--- config.mk ---
export PLATFORM = sky130hd
export DESIGN_NAME = display_scanner
export DESIGN_NICKNAME = d
export VERILOG_FILES = /design/src/rtl/display_scanner.sv
export SDC_FILE = /design/constraint.sdc
export NUM_CORES = 1
export LEC_CHECK = 0
export ABC_AREA = 1
export BUFFER_PORTS_ARGS = -buffer_cell sky130_fd_sc_hd__buf_2
export CELL_PAD_IN_SITES_DETAIL_PLACEMENT = 0
export CELL_PAD_IN_SITES_GLOBAL_PLACEMENT = 1
export CORE_MARGIN = 1.5
export CORE_UTILIZATION = 40
export CTS_CLUSTER_DIAMETER = 30
export CTS_CLUSTER_SIZE = 8
export DETAILED_ROUTE_END_ITERATION = 8
export PLACE_DENSITY_LB_ADDON = 0.1
export SETUP_SLACK_MARGIN = 0.05
export SLEW_MARGIN = 5
export SYNTH_ARGS = -nofsm -noshare
export SYNTH_HDL_FRONTEND = slang
export SYNTH_SLANG_ARGS = --single-unit
export TNS_END_PERCENT = 100
--- constraint.sdc ---
create_clock -name clk_i -period 1.7 [get_ports clk_i]
set_input_delay 0.255 -clock clk_i [delete_from_list [all_inputs] [get_ports clk_i]]
set_output_delay 0.255 -clock clk_i [all_outputs]
set_load 0.03 [all_outputs]
--- src/rtl/display_scanner.sv ---
// Time-multiplexed 4-digit common-anode 7-segment scanner with frame-aligned update handshake.
// Optional feature: define LEADING_ZERO_BLANK_EN to blank leading zero digits.
module display_scanner #(
    parameter int unsigned SLOT_CYCLES  = 50000,
    parameter int unsigned GUARD_CYCLES = 64
) (
    input  logic        clk_i,
    input  logic        rst_n_i,
    input  logic [15:0] valor_i,
    input  logic        upd_req_i,
    input  logic [3:0]  dp_i,
    input  logic [3:0]  digit_en_i,
    output logic        upd_done_o,
    output logic [3:0]  anodos_o,
    output logic [7:0]  segmentos_o
);

    localparam int unsigned CNT_W = (SLOT_CYCLES > 1) ? $clog2(SLOT_CYCLES) : 1;
    localparam logic [CNT_W-1:0] CNT_LAST   = CNT_W'(SLOT_CYCLES - 1);
    localparam logic [CNT_W-1:0] GUARD_LAST = CNT_W'(GUARD_CYCLES - 1);

    localparam logic [0:0] S_GUARD = 1'b0;
    localparam logic [0:0] S_ON    = 1'b1;

    logic [CNT_W-1:0] cnt_q, cnt_d;
    logic [1:0]       idx_q, idx_d;
    logic [0:0]       state_q, state_d;

    logic [15:0] val_q, val_d;
    logic [3:0]  dp_q, dp_d;
    logic [3:0]  en_q, en_d;
    logic [15:0] sh_val_q, sh_val_d;
    logic [3:0]  sh_dp_q, sh_dp_d;
    logic [3:0]  sh_en_q, sh_en_d;
    logic        pend_q, pend_d;

    logic        done_q, done_d;
    logic [3:0]  anodos_q, anodos_d;
    logic [7:0]  seg_q, seg_d;

    logic        wrap;
    logic        commit;
    logic [3:0]  nib;
    logic [7:0]  dec;
    logic [3:0]  lz_blank;

    // Active-low abcdefg. pattern with the dp bit left dark
    function automatic logic [7:0] hex_seg(input logic [3:0] n);
        logic [7:0] s;
        case (n)
            4'h0: s = 8'h03;
            4'h1: s = 8'h9F;
            4'h2: s = 8'h25;
            4'h3: s = 8'h0D;
            4'h4: s = 8'h99;
            4'h5: s = 8'h49;
            4'h6: s = 8'h41;
            4'h7: s = 8'h1F;
            4'h8: s = 8'h01;
            4'h9: s = 8'h09;
            4'hA: s = 8'h11;
            4'hB: s = 8'hC1;
            4'hC: s = 8'h63;
            4'hD: s = 8'h85;
            4'hE: s = 8'h61;
            default: s = 8'h71;
        endcase
        return s;
    endfunction

    always_ff @(posedge clk_i or negedge rst_n_i) begin
        if (!rst_n_i) begin
            cnt_q    <= '0;
            idx_q    <= '0;
            state_q  <= S_GUARD;
            val_q    <= '0;
            dp_q     <= '0;
            en_q     <= '0;
            sh_val_q <= '0;
            sh_dp_q  <= '0;
            sh_en_q  <= '0;
            pend_q   <= 1'b0;
            done_q   <= 1'b0;
            anodos_q <= 4'hF;
            seg_q    <= 8'hFF;
        end else begin
            cnt_q    <= cnt_d;
            idx_q    <= idx_d;
            state_q  <= state_d;
            val_q    <= val_d;
            dp_q     <= dp_d;
            en_q     <= en_d;
            sh_val_q <= sh_val_d;
            sh_dp_q  <= sh_dp_d;
            sh_en_q  <= sh_en_d;
            pend_q   <= pend_d;
            done_q   <= done_d;
            anodos_q <= anodos_d;
            seg_q    <= seg_d;
        end
    end

    // Slot timing and the guard/on state machine
    always_comb begin
        wrap    = (cnt_q == CNT_LAST);
        cnt_d   = wrap ? '0 : cnt_q + CNT_W'(1);
        idx_d   = wrap ? idx_q + 2'd1 : idx_q;
        state_d = state_q;
        case (state_q)
            S_GUARD: if (cnt_q == GUARD_LAST) state_d = S_ON;
            S_ON:    if (wrap) state_d = S_GUARD;
            default: state_d = S_GUARD;
        endcase
    end

    // Shadow capture and frame-boundary commit; a request on the commit cycle survives for the next frame
    always_comb begin
        commit   = wrap && (idx_q == 2'd3) && pend_q;
        val_d    = commit ? sh_val_q : val_q;
        dp_d     = commit ? sh_dp_q  : dp_q;
        en_d     = commit ? sh_en_q  : en_q;
        sh_val_d = upd_req_i ? valor_i    : sh_val_q;
        sh_dp_d  = upd_req_i ? dp_i       : sh_dp_q;
        sh_en_d  = upd_req_i ? digit_en_i : sh_en_q;
        pend_d   = upd_req_i | (pend_q & ~commit);
        done_d   = commit;
    end

`ifdef LEADING_ZERO_BLANK_EN
    // A zero digit is blanked when every enabled digit above it is also zero
    always_comb begin
        logic hz;
        lz_blank = '0;
        hz       = 1'b1;
        for (int k = 3; k >= 1; k--) begin
            lz_blank[k] = hz && (val_q[k*4 +: 4] == 4'h0);
            hz = hz && (!en_q[k] || (val_q[k*4 +: 4] == 4'h0));
        end
    end
`else
    assign lz_blank = '0;
`endif

    // Output pattern for the current slot, registered
    always_comb begin
        nib      = val_q[{idx_q, 2'b00} +: 4];
        dec      = hex_seg(nib);
        anodos_d = 4'hF;
        seg_d    = 8'hFF;
        if (state_q == S_ON) begin
            anodos_d = ~(4'b0001 << idx_q);
            if (en_q[idx_q]) begin
                if (lz_blank[idx_q]) begin
                    seg_d = {7'h7F, ~dp_q[idx_q]};
                end else begin
                    seg_d = {dec[7:1], ~dp_q[idx_q]};
                end
            end
        end
    end

    assign upd_done_o  = done_q;
    assign anodos_o    = anodos_q;
    assign segmentos_o = seg_q;

endmodule

==> reports/qor.csv <==
metric,value,unit
synth_top_area_cell,dfrtp_1,
routed.top_layer,met4,
vias_per_cell,4.75,
area_delta_synth_final,24.2,%
tns,0,ns
synth_cell_type_count,25,
vias,3128,
grt_pass1_wl,14.5,mm
wl_met2,3.93,mm
fmax,0.631,GHz
cp-end-kind,flop,
crit_end,dp_q[1]$_DFFE_PN0P_,
rr_worst_depth,7,
slew_headroom,0.699,
gr-total-overflow,0,
mostFrequentLayoutCells,"185 x nand2_1, 67 x dfrtp_1, 39 x buf_2",
grt_usage,0.182,
status,"finished, final reports clean",
peakVddDrop,0.409,mV
antenna_found_initial,0,
leakage,2.47,nW
worstPathMaxFanout,11,
clkTransAtPathRegs,0.09,ns
cts_buffers,9,
setup_viol,0,
finalWeightedCongestion,0.845,
cts_tree,done,
synth-seq-area-share,0.531,
synth_top_area_frac,0.449,
tightest_slew,0.451,ns
portBuffers,39,
drc,0,
fp.coreArea,9280,um^2
cts.sinks,81,
syn-num-nets,500,
final_common_cell,nand2_1,
finalCritPeriodShare,0.932,
ys_ff_latch,81,
worstPathRequired,1.99,ns
critPathLaunch,cnt_q[5]$_DFF_PN0_,
row_count,35,
finalCriticalPeriod,1.58,ns
dp.cells,627,
nNetsFinal,563,
arrival,1.88,ns
wirelength,8.66,mm
place_area,4240,um^2
final_cell_area,4780,um^2
die-area,10200,um^2
hp-class,in -> reg,
stdcell_count,659,
antenna_cells,0,
postSynthCellCount,462,
clockBufferDepth,2,
ys_async_sr_fraction,1.00,
hpwl,5.56,mm
ys.warnings.count,0,
die_h,101,um
die_w,101,um
report.final.slew_viol_count,0,
skew,0.0136,ns
synth_ff_type,dfrtp_1,
htree_num_levels,3,
drive_above_1_share,0.247,
wl_per_cell,13.1,um
reg2reg_from,cnt_q[5]$_DFF_PN0_,
synth_edf_count,0,
final_core_util,0.515,
path_class,reg -> reg,
postRouteAntennaNets,0,
insertion_delay,0.35,ns
syn_area_per_cell,8.32,um^2
met1_length,4.32,mm
clock-root-buffer,clkbuf_8,
power,3.85,mW
grt_max_degree,82,
cap_violations,0,
power_density,806,nW/um^2
netlist_area,3840,um^2
grt_pass1_vias,2981,
ys_top_cells_by_area,"dfrtp_1 45%, nand2_1 19%, dfstp_2 8.2%, nand4_1 4.7%, nand3_1 3.6%",
rrSetupSlack,0.12,ns
initial_core_util,0.414,
io-pin-count,40,
worst_setup_path_start_kind,flop,
met3_length,311,um
dr.pass1.iters,5,
drt_iter0_drc,119,
hold_viol,0,
grt_setup_unrepaired,yes,
reg2reg_to,dp_q[1]$_DFFE_PN0P_,
==> Yosys cell counts (3+ instances only) <==
library cell	count
ha_1	11
dfrtp_1	69
nor2_1	34
nand2_1	195
nand4_1	29
dfstp_2	12
xor2_1	6
buf_4	3
clkbuf_1	9
inv_1	27
nor3_1	6
nand3_1	28
o21ai_0	12
buf_2	4
inv_2	4
==> cell type report <==
cell class / instances / area (um^2)
Clock inverter: 6 / 116
Timing Repair Buffer: 67 / 470
Inverter: 31 / 121
Multi-Input combinational cell: 335 / 1740
Fill cell: 924 / 4510
Sequential cell: 81 / 2040
Clock buffer: 10 / 128
Tap cell: 129 / 161
==> worst max-delay path: stages (launching register included) <==
cell and delay (ns):
dfrtp_1 0.47, nor3_2 0.29, nand2_2 0.13, nor2_8 0.18, buf_12 0.14, clkbuf_16 0.16, nand4_1 0.08, nand2_1 0.09
==> how the worst min path moves through the flow <==
stage / depth (start not counted) / from / slack, ns / to
after floorplan: 0 / rst_n_i / -0.04 / cnt_q[0]$_DFF_PN0_
after global placement: 2 / rst_n_i / 0.32 / cnt_q[10]$_DFF_PN0_
after detailed placement: 2 / rst_n_i / 0.32 / cnt_q[11]$_DFF_PN0_
after CTS: 3 / valor_i[15] / 0.07 / sh_val_q[15]$_DFFE_PN0P_
after global routing: 3 / dp_i[2] / 0.09 / sh_dp_q[2]$_DFFE_PN0P_
final: 3 / valor_i[7] / 0.09 / sh_val_q[7]$_DFFE_PN0P_
==> layer usage <==
layer  global-route usage  up-vias
li1                     -     1604
met1                0.248     1457
met2                0.291       60
met3               0.0416        7
met4               0.0513        0
met5                    0        -
==> power by group <==
| group | internal (mW) | switching (mW) | total [mW] | leakage [nW] |
|---|---|---|---|---|
| Clock | 0.984 | 0.725 | 1.71 | 0.121 |
| Sequential | 1.98 | 0.0287 | 2.01 | 1.02 |
| Combinational | 0.0505 | 0.0867 | 0.137 | 1.33 |
==> flip-flops by register name, summed over array words and instances (netlist names) <==
name	flops
anodos_o	4
cnt_q	16
dp_q	4
en_q	4
idx_q	2
pend_q	1
segmentos_o	8
sh_dp_q	4
sh_en_q	4
sh_val_q	16
state_q	1
upd_done_o	1
val_q	16
==> cell families after synthesis <==
group,Yosys count,share of synthesized area
flops,81,0.531
xor+xnor,7,0.0159
compound gates,15,0.0205
buf+inv,49,0.0560
fa+ha+maj,11,0.0358
simple gates,299,0.341
==> repair_timing <==
item,in CTS,in global routing
resized for setup,4,32
hold endpoints to repair,69,0
buffers inserted,2,8
setup endpoints to repair,29,37
hold buffers,1,0
cloned,1,4
pin swaps,0,6
==> stage by stage <==
stage / hold slack (ns) / setup slack, ns
after detailed placement: 0.320 / -0.0115
after global placement: 0.318 / -0.0252
after global routing: 0.0868 / 0.0180
after CTS: 0.0718 / 0.0655
final: 0.0942 / 0.116
after floorplan: -0.0406 / 0.0858
No activity file was read; power rests on OpenSTA's default activity.
